**src/rtl/fifo_arb_pkg.sv**
```systemverilog
// Shared definitions for the FIFO write-port arbiter: FSM encoding and default sizing.
package fifo_arb_pkg;

    typedef enum logic [0:0] {
        StIdle,
        StBurst
    } arb_state_e;

    localparam int unsigned NumReqDef    = 4;
    localparam int unsigned DataWidthDef = 8;
    localparam int unsigned DepthDef     = 32;
    localparam int unsigned CntWDef      = 6;
    localparam int unsigned BurstLenDef  = 4;

    // Wide enough for any burst length up to 15.
    localparam int unsigned BurstCntW    = 4;

endpackage

```
**src/rtl/rr_pick.sv**
```systemverilog
// Combinational round-robin priority encoder: first set request at or after rr_ptr_i.
module rr_pick #(
    parameter int unsigned NumReq = 4,
    parameter int unsigned IdxW   = 2
) (
    input  logic [NumReq-1:0] req_i,
    input  logic [IdxW-1:0]   rr_ptr_i,
    output logic [IdxW-1:0]   winner_o,
    output logic              any_req_o
);

    logic            found;
    logic [IdxW-1:0] idx;

    always_comb begin
        winner_o = '0;
        found    = 1'b0;
        idx      = '0;
        for (int unsigned off = 0; off < NumReq; off++) begin
            idx = IdxW'((32'(rr_ptr_i) + off) % NumReq);
            if (!found && req_i[idx]) begin
                found    = 1'b1;
                winner_o = idx;
            end
        end
        any_req_o = |req_i;
    end

endmodule

```
**src/rtl/fifo_wr_arbiter.sv**
```systemverilog
// Round-robin, burst-bounded arbiter sharing one FIFO write port among NumReq producers.
// Writes are issued from registers and only when the FIFO is guaranteed to have room.
module fifo_wr_arbiter
    import fifo_arb_pkg::*;
#(
    parameter int unsigned NumReq    = NumReqDef,
    parameter int unsigned DataWidth = DataWidthDef,
    parameter int unsigned Depth     = DepthDef,
    parameter int unsigned CntW      = CntWDef,
    parameter int unsigned BurstLen  = BurstLenDef
) (
    input  logic                          clk_i,
    input  logic                          rst_ni,
    input  logic [NumReq-1:0]             req_i,
    input  logic [NumReq*DataWidth-1:0]   req_data_i,
    output logic [NumReq-1:0]             ack_o,
    output logic [NumReq-1:0]             grant_o,
    output logic                          busy_o,
    output logic                          fifo_wr_en_o,
    output logic [DataWidth-1:0]          fifo_data_o,
    input  logic                          fifo_full_i,
    input  logic [CntW-1:0]               fifo_count_i,
    input  logic                          fifo_overflow_i,
    output logic                          err_overflow_o
);

    localparam int unsigned IdxW = (NumReq > 1) ? $clog2(NumReq) : 1;

    arb_state_e           state_q, state_d;
    logic [NumReq-1:0]    grant_q, grant_d;
    logic [IdxW-1:0]      gidx_q, gidx_d;
    logic [IdxW-1:0]      rr_ptr_q, rr_ptr_d;
    logic [BurstCntW-1:0] burst_cnt_q, burst_cnt_d;
    logic                 wr_en_q, wr_en_d;
    logic [DataWidth-1:0] data_q, data_d;
    logic                 err_q, err_d;

    logic [DataWidth-1:0] req_words [NumReq];
    logic [IdxW-1:0]      winner;
    logic                 any_req;
    logic [CntW:0]        occupancy;
    logic                 space_ok;
    logic                 req_g;
    logic                 accept;
    logic                 last_word;

    for (genvar i = 0; i < NumReq; i++) begin : g_unpack
        assign req_words[i] = req_data_i[i*DataWidth +: DataWidth];
    end

    rr_pick #(
        .NumReq (NumReq),
        .IdxW   (IdxW)
    ) u_rr_pick (
        .req_i     (req_i),
        .rr_ptr_i  (rr_ptr_q),
        .winner_o  (winner),
        .any_req_o (any_req)
    );

    // The write still sitting in the output register is not yet reflected in fifo_count_i.
    assign occupancy = {1'b0, fifo_count_i} + {{CntW{1'b0}}, wr_en_q};
    assign space_ok  = !fifo_full_i && (occupancy < (CntW+1)'(Depth));
    assign req_g     = req_i[gidx_q];
    assign accept    = (state_q == StBurst) && req_g && space_ok;
    assign last_word = (burst_cnt_q == BurstCntW'(BurstLen - 1));

    always_comb begin
        state_d     = state_q;
        grant_d     = grant_q;
        gidx_d      = gidx_q;
        rr_ptr_d    = rr_ptr_q;
        burst_cnt_d = burst_cnt_q;
        wr_en_d     = 1'b0;
        data_d      = data_q;
        err_d       = err_q | fifo_overflow_i;

        unique case (state_q)
            StIdle: begin
                if (any_req) begin
                    state_d         = StBurst;
                    grant_d         = '0;
                    grant_d[winner] = 1'b1;
                    gidx_d          = winner;
                    burst_cnt_d     = '0;
                end
            end
            StBurst: begin
                if (accept) begin
                    wr_en_d     = 1'b1;
                    data_d      = req_words[gidx_q];
                    burst_cnt_d = burst_cnt_q + 1'b1;
                end
                if ((accept && last_word) || !req_g) begin
                    state_d  = StIdle;
                    grant_d  = '0;
                    rr_ptr_d = (gidx_q == IdxW'(NumReq - 1)) ? '0 : gidx_q + 1'b1;
                end
            end
            default: state_d = StIdle;
        endcase
    end

    always_ff @(posedge clk_i or negedge rst_ni) begin
        if (!rst_ni) begin
            state_q     <= StIdle;
            grant_q     <= '0;
            gidx_q      <= '0;
            rr_ptr_q    <= '0;
            burst_cnt_q <= '0;
            wr_en_q     <= 1'b0;
            data_q      <= '0;
            err_q       <= 1'b0;
        end else begin
            state_q     <= state_d;
            grant_q     <= grant_d;
            gidx_q      <= gidx_d;
            rr_ptr_q    <= rr_ptr_d;
            burst_cnt_q <= burst_cnt_d;
            wr_en_q     <= wr_en_d;
            data_q      <= data_d;
            err_q       <= err_d;
        end
    end

    assign ack_o          = accept ? grant_q : '0;
    assign grant_o        = grant_q;
    assign busy_o         = (state_q == StBurst);
    assign fifo_wr_en_o   = wr_en_q;
    assign fifo_data_o    = data_q;
    assign err_overflow_o = err_q;

endmodule

```
**config.mk**
```make
export PLATFORM = sky130hd
export DESIGN_NAME = fifo_wr_arbiter
export DESIGN_NICKNAME = d
export VERILOG_FILES = /design/src/rtl/fifo_arb_pkg.sv /design/src/rtl/rr_pick.sv /design/src/rtl/fifo_wr_arbiter.sv
export SDC_FILE = /design/constraint.sdc
export NUM_CORES = 1
export LEC_CHECK = 0
export ABC_AREA = 1
export CAP_MARGIN = 20
export CORE_UTILIZATION = 46
export CTS_CLUSTER_DIAMETER = 60
export DETAILED_ROUTE_END_ITERATION = 10
export PLACE_DENSITY = 0.84
export REMOVE_ABC_BUFFERS = 1
export SKIP_LAST_GASP = 1
export SYNTH_ARGS = -nofsm -noshare
export SYNTH_HDL_FRONTEND = slang
export SYNTH_SLANG_ARGS = --single-unit
```
**constraint.sdc**
```tcl
create_clock -name clk_i -period 4.1 [get_ports clk_i]
set_clock_uncertainty 0.1 [all_clocks]
set_input_delay 1.23 -clock clk_i [delete_from_list [all_inputs] [get_ports clk_i]]
set_output_delay 1.23 -clock clk_i [all_outputs]
set_load 0.005 [all_outputs]
```
==> results of run 1 <==
-- final timing paths --
check	from	endpoint	slack, ps	cells after the start
min	fifo_data_o[3]	fifo_data_o[3]	390	2
min in group asynchronous	rst_ni	grant_o[1]	1080	1
max reg2reg	gidx_q[0]	burst_cnt_q[0]	2050	10
max in group asynchronous	rst_ni	burst_cnt_q[0]	2390	2
min reg2reg	fifo_data_o[3]	fifo_data_o[3]	390	2
max	req_i[1]	ack_o[0]	200	9
-- critical path: stages --
cell	delay, ps
clkdlybuf4s50_1	480
inv_1	50
o21ai_1	110
a21oi_1	60
a21oi_2	200
nand2_4	70
buf_4	150
nor2_1	100
clkbuf_2	130
-- final cells by class --
| type | instances | area (sq um) |
|---|---|---|
| Timing Repair Buffer | 73 | 699 |
| Sequential cell | 23 | 576 |
| Tap cell | 44 | 55.1 |
| Fill cell | 292 | 843 |
| Inverter | 21 | 78.8 |
| Clock buffer | 3 | 22.5 |
| Multi-Input combinational cell | 183 | 873 |
| Clock inverter | 1 | 5.00 |
-- what timing repair did --
item | in CTS | in global routing
cloned | 0 | 0
buffers inserted | 1 | 0
setup endpoints to repair | 4 | 3
pin swaps | 1 | 1
gates resized for setup | 4 | 6
-- per-stage QoR --
stage	worst slack (ps)	hold WS (ps)
4_1_cts	43.2	397
2_1_floorplan	913	362
6_report	197	393
3_5_place_dp	-122	364
3_3_place_gp	-35.2	357
5_1_grt	67.4	418
-- report_power, final --
| group | internal (W) | total [W] | leakage [nW] | switching (W) |
|---|---|---|---|---|
| clock network | 0.0000365 | 0.000107 | 0.0177 | 0.0000700 |
| logic | 0.000362 | 0.000864 | 0.838 | 0.000501 |
| registers | 0.000311 | 0.000398 | 0.290 | 0.0000866 |
-- sequential cells by signal, summed over array words and instances (netlist names) --
name            cells
rr_ptr_q            2
grant_o             4
fifo_wr_en_o        1
busy_o              1
fifo_data_o         8
err_overflow_o      1
gidx_q              2
burst_cnt_q         4
-- per-layer routing --
metal | vias to the layer above | part of all wire [%] | track usage, %
li1 | 893 | - | -
met1 | 774 | 43 | 31.1
met2 | 64 | 47 | 42.2
met3 | 8 | 8.0 | 6.40
met4 | 0 | 1.7 | 9.09
met5 | - | 0 | 0
-- kinds of logic after synthesis --
family	count (synthesis)
and+or+nand+nor	141
AOI/OAI and AO/OA	38
buffers and inverters	28
DFF	23
xor gates and xnor gates	2
adders and majority gates	2
-- layout by cell type (no fill, tap or decap), types with 2 or more instances in the layout --
master,netlist,routed
nand2_1,76,76
clkdlybuf4s50_1,0,60
nor2_1,27,27
dfrtp_1,23,23
nand3_1,20,20
o21ai_0,19,19
inv_1,14,14
o22ai_1,8,8
buf_4,2,8
inv_2,7,7
nand2_2,7,7
nand4_1,3,3
o21ai_1,3,3
a21oi_1,3,3
clkbuf_4,0,3
clkbuf_2,0,3
a21oi_2,2,2
nand2_4,2,2
or2_2,2,2
xor2_1,2,2
ha_1,2,2
==> results.md, run 1 <==
- Row cnt: 20
- Wire length per cell: around 12 microns
- Starting Density: 50.1%
- Post-synthesis average cell area: between 6 and 7 sq um
- Fmax: 256 MHz
- Gr usage total: around a quarter
- Vias per inst: 5.00
- Area grow syn2layout: 46.3%
- Max Cap Viol: 0
- RSZ-0062 raised after global routing: false
- Top-level I/O count: 65
- Combinational family with the most area after synthesis: simple AND/OR/NAND/NOR gates
- Worst path required time: between 2000 and 3000 ps
- Largest net degree at the start of global routing: 24
- Area of placed instances: ~2300 sq um
- HPWL after DPL: around 3.1 mm
- First DRT Iteration DRCs: 77
- PortBufs: 64
- Worst Hold Class: reg -> reg
- Cell area after synthesis: about 1600 sq um
- Pwr Total: between 0.001 and 0.0015 W
- Synth unique cells: 28
- Worst-skew pair later-pin latency: 310 ps
- XOR/XNOR share of the synthesized area: under 10%
- Clk root buf: clkbuf_4
- Synth warnings: 0
- DRC viols: 0
- Worst slew pin tran: 425 ps
- Pre-Repair DR Iteration Count: 4
- Initial antenna violation count: 0
- Top FF cell, synth: dfrtp_1
- Yosys reg bits: 23
- Share of layout cells above drive strength 1: between 10 and 15%
- Crit end category: output pin
- Cell taking the most area after synthesis: dfrtp_1
- Post-Layout Inst Area: 2310 sq um
- Die footprint: around 3700 sq um
- Cts bufs inserted: 3
- GRT overflow: 0
- Final cell count without fillers: 348
- Ratio of final minimum period to clock period: 95.2%
- EDFF count, synth: 0
- Async set-reset flop share out of synthesis: 100%
- Diodes inserted: 0
- Most frequent cells after synthesis: nand2_1, nor2_1, dfrtp_1
- Die width: approximately 61 microns
- CP Class: in -> out
- Outcome: completed
- CTS tree: built
- Max-slew violation count: 0
- Die H: between 60 and 70 microns
- Cts hold-fix bufs: 0
- Total clock sinks: 23
- Reported leakage power: around 1.1 nW
- Clock-pin transition on the worst setup and hold timing paths: 130 ps
- Post-Synth Simple-Gate Area: 38.9%
- Post-synthesis mux area share: 0%
- First-pass GRT wire length: about 7 mm
- Top cells by area, synth: dfrtp_1, nand2_1, nor2_1, nand3_1, o21ai_0
- Vias in the first global route: 1612
- CTS max path bufs: 2
- Post-layout util: about three quarters
- Slew HR: a little under three quarters
- GPL Wtd Cong: slightly below 0.9
- Cell Count Post-Placement: ~340
- Peak supply drop: about 280 uV
- CORE AREA: approximately 3200 sq um
- Cell with the most instances after synthesis: nand2_1
- Fin crit period: just under 4000 ps
- Max FO, Critical Path: 5
- Seq/Total Area, Yosys: a little over a third
- Drt total wl: 4.02 mm
- Synth top area share: between 30% and 40%
- Nets: around 350
- CTS H-tree depth: 1
- Power Dens Cells: a little under 600 nW/um^2
- WP data arrival: between 2000 and 3000 ps
- Mapped Cells: approximately 230
- Final setup vio count: 0
- Setup TNS: 0 ps
- Post-Synth Adder-Cell Area: around 1.6%
- Critical Path Source Type: primary input
- Hold Fails Final Rpt: 0
- Compound-gate portion of the synthesized area: between 10% and 20%
- Routed Antenna Nets: 0
- Via count: between 1500 and 2000
No activity file was read; power rests on OpenSTA's default activity.
==> run 2, diff against run 1 <==
- MAX_ROUTING_LAYER: unset -> met4
==> results.md, run 2 (synthesis results as in run 1) <==
- CTS tree: built (unchanged)
- Max Cap Viol: 0 (unchanged)
- Leading cell type in the layout, fill and taps excluded: nand2_1 (unchanged)
- GRT overflow: 0 (unchanged)
- Clock-pin transition on the worst setup and hold timing paths: 120 ps (was 130 ps)
- Area grow syn2layout: 46.3% (unchanged)
- Worst-skew pair later-pin latency: 310 ps (about the same)
- Wire length per cell: 11.6 microns (was 11.5 microns)
- Max reg flops: 8 (unchanged)
- HPWL after DPL: 3.14 mm (unchanged)
- CORE AREA: 3150 sq um (unchanged)
- Power Dens Cells: 593 nW/um^2 (was 592 nW/um^2)
- Peak supply drop: 281 uV (about the same)
- Ratio of final minimum period to clock period: 95.1% (was 95.2%)
- Starting Density: 50.1% (unchanged)
- Routed Antenna Nets: 0 (unchanged)
- Vias in the first global route: 1614 (was 1612)
- DRC viols: 0 (unchanged)
- Hold Fails Final Rpt: 0 (unchanged)
- Post-route setup slack: 200 ps (was 197 ps)
- CTS max path bufs: 2 (unchanged)
- Area of placed instances: 2280 sq um (unchanged)
- Nets: 353 (unchanged)
- Total clock sinks: 23 (unchanged)
- Share of layout cells above drive strength 1: 12.8% (unchanged)
- Row cnt: 20 (unchanged)
- Gr usage total: 25.9% (was 25.1%)
- Fin crit period: 3900 ps (about the same)
- Diodes inserted: 0 (unchanged)
- Final setup vio count: 0 (unchanged)
- PortBufs: 64 (unchanged)
- Post-Layout Inst Area: 2310 sq um (unchanged)
- Die footprint: 3670 sq um (unchanged)
- Setup TNS: 0 ps (unchanged)
- Top Usage Layer GRT: met2 (unchanged)
- Critical Path Source Type: primary input (unchanged)
- First DRT Iteration DRCs: 74 (was 77)
- Outcome: completed (unchanged)
- Die width: 60.6 microns (unchanged)
- Most frequent cells in the layout: nand2_1, clkdlybuf4s50_1, nor2_1 (unchanged)
- Placement Setup Slack: -122 ps (unchanged)
- Slew HR: 71.6% (was 71.7%)
- Via count: 1744 (was 1739)
- Top-level I/O count: 65 (unchanged)
- Worst path required time: 2770 ps (about the same)
- Cell Count Post-Placement: 342 (unchanged)
- Met3 usage in global routing: 5.54% (was 6.40%)
- Met1 Use GR: 31.6% (was 31.1%)
- CTS H-tree depth: 1 (unchanged)
- Final cell count without fillers: 348 (unchanged)
- Worst slew pin tran: 427 ps (was 425 ps)
- Max FO, Critical Path: 5 (unchanged)
- Vias per inst: 5.01 (was 5.00)
- WP data arrival: 2570 ps (about the same)
- Cts bufs inserted: 3 (unchanged)
- Met2 Usage GRT: 42.2% (unchanged)
- Fmax: 256 MHz (about the same)
- Reported leakage power: 1.15 nW (unchanged)
- Crit end category: output pin (unchanged)
- CP Class: in -> out (unchanged)
- Max-slew violation count: 0 (unchanged)
- Pre-Repair DR Iteration Count: 4 (unchanged)
- First-pass GRT wire length: 6.82 mm (unchanged)
- GPL Wtd Cong: 0.901 (was 0.886)
- Largest net degree at the start of global routing: 24 (unchanged)
- Worst Hold Class: reg -> reg (unchanged)
- Clk root buf: clkbuf_4 (unchanged)
- Drt total wl: 4.03 mm (was 4.02 mm)
- Initial antenna violation count: 0 (unchanged)
- Fin Hold WS: 394 ps (was 393 ps)
- RSZ-0062 raised after global routing: false (unchanged)
- Die H: 60.6 microns (unchanged)
run 2: cell counts in the layout (fill, tap and decap cells not counted):
Identical to the previous run, type by type.
run 2: timing repair:
action,CTS,global route
pin swaps,1,1
buffers inserted,1,0
gates resized for setup,4,6
endpoints found under the setup margin,4,3
hold buffers,0,0
run 2: path summary, 6_finish.rpt:
kind | start | end | slack [ps] | cells past startpoint
setup / recovery | req_i[1] | ack_o[0] | 200 | 9
hold / removal | fifo_data_o[3] | fifo_data_o[3] | 390 | 2
setup reg to reg | gidx_q[0] | burst_cnt_q[0] | 2050 | 10
hold reg to reg | fifo_data_o[3] | fifo_data_o[3] | 390 | 2
max in group asynchronous | rst_ni | burst_cnt_q[0] | 2390 | 2
min in group asynchronous | rst_ni | grant_o[1] | 1080 | 1
run 2: cell type report:
type                    count  area, sq um
well taps                  44         55.1
flip-flops and latches     23          576
fillers                   292          843
multi-input cells         183          873
repair buffers             73          699
clock inverters             1         5.00
clock buffers               3         22.5
inverters                  21         78.8
run 2: metrics by stage:
step | total power, W | util [%]
after floorplan | 0.000937 | -
after global placement | 0.00124 | 72.2
after detailed placement | 0.00126 | 72.2
after CTS | 0.00137 | 73.1
after global routing | 0.00151 | 73.3
final | 0.00137 | 73.3
run 2: report_power, final:
| part | leakage (nW) | switching [W] | internal, W |
|---|---|---|---|
| Combinational | 0.838 | 0.000503 | 0.000362 |
| Sequential | 0.290 | 0.0000868 | 0.000311 |
| Clock | 0.0177 | 0.0000690 | 0.0000365 |
| Total | 1.15 | 0.000659 | 0.000710 |
run 2: critical path: stages:
cell	delay (ps)
clkdlybuf4s50_1	480
inv_1	60
o21ai_1	110
a21oi_1	60
a21oi_2	200
nand2_4	70
buf_4	150
nor2_1	100
clkbuf_2	130
run 2: metal layers:
layer	vias up	part of all wire, %
met4	0	1.8
met5	-	0
met3	8	7.4
met1	777	44
met2	66	47
li1	893	-
==> run 3, diff against run 2 <==
- CORE_UTILIZATION: 46 -> 39
- HOLD_SLACK_MARGIN: unset -> 0.08
- PLACE_DENSITY: 0.84 -> 0.76
- clock period: 4.1 -> 3.25 ns (I/O delays scaled with it)
==> results.md, run 3 (synthesis results as in run 1) <==
- Die footprint: 4310 sq um (was 3670 sq um)
- Drt total wl: 4.02 mm (was 4.03 mm)
- Sw frac: 46.7% (was 48.1%)
- CP Class: in -> out (unchanged)
- Worst slew pin tran: 399 ps (was 427 ps)
- Worst path required time: 2170 ps (was 2770 ps)
- Peak supply drop: 301 uV (was 281 uV)
- Met3 usage in global routing: 3.99% (was 5.54%)
- Critical path cell sequence: dlygate4sd2_1 > inv_1 > o21ai_1 > a21oi_1 > a21oi_2 > nand2_4 > buf_6 > nor2_1 > buf_2 (was clkdlybuf4s50_1 > inv_1 > o21ai_1 > a21oi_1 > a21oi_2 > nand2_4 > buf_4 > nor2_1 > clkbuf_2)
- Clk root buf: clkbuf_8 (was clkbuf_4)
- GPL Wtd Cong: 0.847 (was 0.901)
- Slowest stage cell, crit path: dlygate4sd2_1 (was clkdlybuf4s50_1)
- Starting Density: 41.9% (was 50.1%)
- Hold Fails Final Rpt: 0 (unchanged)
- Outcome: completed (unchanged)
- Top-level I/O count: 65 (unchanged)
- Cts hold-fix bufs: 0 (unchanged)
- Gr usage total: 21.0% (was 25.9%)
- Share of total power in sequential cells: 28.8% (was 29.1%)
- Critical Path Source Type: primary input (unchanged)
- Crit-path leading delay family: buffers and inverters (unchanged)
- Max-slew violation count: 0 (unchanged)
- Initial antenna violation count: 0 (unchanged)
- PortBufs: 64 (unchanged)
- CORE AREA: 3770 sq um (was 3150 sq um)
- Max reg flops: 8 (unchanged)
- Met2 Usage GRT: 36.6% (was 42.2%)
- Final setup vio count: 0 (unchanged)
- Fmax: around 320 MHz
- Top Usage Layer GRT: met2 (unchanged)
- Vias in the first global route: 1589 (was 1614)
- WP data arrival: 2070 ps (was 2570 ps)
- FF/Latch Area: 576 sq um (unchanged)
- Ratio of final minimum period to clock period: 96.8%
- Pint: 0.000938 W (was 0.000710 W)
- Row cnt: 22 (was 20)
- Reported leakage power: 1.19 nW (was 1.15 nW)
- Via count: 1742 (was 1744)
- Crit end category: output pin (unchanged)
- Diodes inserted: 0 (unchanged)
- Vias per inst: 4.91 (was 5.01)
- Max Cap Viol: 0 (unchanged)
- Met1 Use GR: 23.6% (was 31.6%)
- First-pass GRT wire length: 6.80 mm (was 6.82 mm)
- Die width: 65.6 microns (was 60.6 microns)
- Final cell count without fillers: 355 (was 348)
- Largest stage delay on the critical path: 250 ps (was 480 ps)
- Area grow syn2layout: 49.3% (was 46.3%)
- Wire length per cell: 11.3 microns (was 11.6 microns)
- Clk network pwr share: 10.2% (was 7.7%)
- Share of layout cells above drive strength 1: 13.7% (was 12.8%)
- Cell Count Post-Placement: 347 (was 342)
- CTS H-tree depth: 1 (unchanged)
- Combinational share of power: 61.1% (was 63.2%)
- Clock-pin transition on the worst setup and hold timing paths: 90 ps (was 120 ps)
- Max FO, Critical Path: 4 (was 5)
- Most frequent cells in the layout: nand2_1, clkdlybuf4s50_1, nor2_1 (unchanged)
- RSZ-0062 raised after global routing: false (unchanged)
- GRT overflow: 0 (unchanged)
- Cts bufs inserted: 3 (unchanged)
- Power Dens Cells: 746 nW/um^2 (was 593 nW/um^2)
- CTS tree: built (unchanged)
- Worst-skew pair later-pin latency: 260 ps (was 310 ps)
- CTS max path bufs: 2 (unchanged)
- Filler cells: 348 (was 292)
- Net load switching power: 0.000821 W (was 0.000659 W)
- Die H: 65.6 microns (was 60.6 microns)
- Total clock sinks: 23 (unchanged)
- Pre-Repair DR Iteration Count: 4 (unchanged)
- Placement Setup Slack: -451 ps (was -122 ps)
- Pwr Total: 0.00176 W (was 0.00137 W)
- CP Buf/Inv Count: 4 (unchanged)
- Nets: 356 (was 353)
- Slew HR: 73.4% (was 71.6%)
- Largest net degree at the start of global routing: 24 (unchanged)
- Fin Hold WS: 385 ps (was 394 ps)
- Routed Antenna Nets: 0 (unchanged)
- First DRT Iteration DRCs: 87 (was 74)
- DRC viols: 0 (unchanged)
- HPWL after DPL: 3.06 mm (was 3.14 mm)
- Fin crit period: approximately 3100 ps
- Leading cell type in the layout, fill and taps excluded: nand2_1 (unchanged)
- Area of the multi-input gates: 876 sq um (was 873 sq um)
- Worst Hold Class: reg -> reg (unchanged)
- Post-route setup slack: 103 ps (was 200 ps)
[run 3: cell count changes in the layout (fill, tap and decap cells not counted)]
cell             change
and2_1               -1
clkbuf_2             -2
clkbuf_8             +3
clkdlybuf4s50_1      -9
clkdlybuf4s15_1      +2
buf_4                +3
dlygate4sd2_1        +6
buf_2                +1
clkbuf_4             -3
dlymetal6s2s_1       +2
and2_4               +1
buf_8                -1
buf_6                +1
[run 3: power by group through the flow]
stage                     Combinational [W]  Clock, W  Sequential [W]
after floorplan                    0.000668         0        0.000514
after global placement              0.00105         0        0.000509
after detailed placement            0.00106         0        0.000509
after CTS                           0.00108  0.000180        0.000506
after global routing                0.00122  0.000193        0.000526
final                               0.00107  0.000179        0.000506
[run 3: metal layers]
metal,wire length (microns),share of wire [%],vias to the layer above
li1,-,-,909
met1,1670,41,763
met2,2010,50,64
met3,292,7.3,6
met4,48,1.2,0
met5,0,0,-
[run 3: cell type report]
type,count,area share [%]
Multi-Input combinational cell,183,37.2
Clock buffer,3,1.75
Timing Repair Buffer,76,30.6
Clock inverter,1,0.212
Tap cell,48,2.55
Sequential cell,23,24.4
Inverter,21,3.34
[run 3: per-stage QoR]
| stage | TNS (ps) | cell area (sq um) | util [%] |
|---|---|---|---|
| global route | 0 | 2360 | 62.5 |
| finish | 0 | 2360 | 62.5 |
| floorplan | 0 | 1530 | - |
| detailed placement | -1780 | 2290 | 60.7 |
| CTS | 0 | 2350 | 62.3 |
| global placement | -1570 | 2290 | 60.7 |
[run 3: what timing repair did]
action / in CTS / in global routing
resized for setup: 18 / 3
pin swaps: 5 / 2
buffers inserted: 3 / 1
setup endpoints to repair: 4 / 4
[run 3: worst paths after layout]
kind	from	end	slack [ps]	depth (start not counted)
min reg2reg	fifo_data_o[2]	fifo_data_o[2]	390	2
min in group asynchronous	rst_ni	busy_o	960	2
max reg2reg	gidx_q[1]	burst_cnt_q[0]	1130	11
max	req_i[1]	ack_o[2]	100	9
max in group asynchronous	rst_ni	fifo_data_o[5]	1860	2
min	fifo_data_o[2]	fifo_data_o[2]	390	2
[run 3: worst min-delay path, delay by kind of cell (launching register included)]
family,cells,cell delay [ps]
simple gates,2,110
flops,1,350
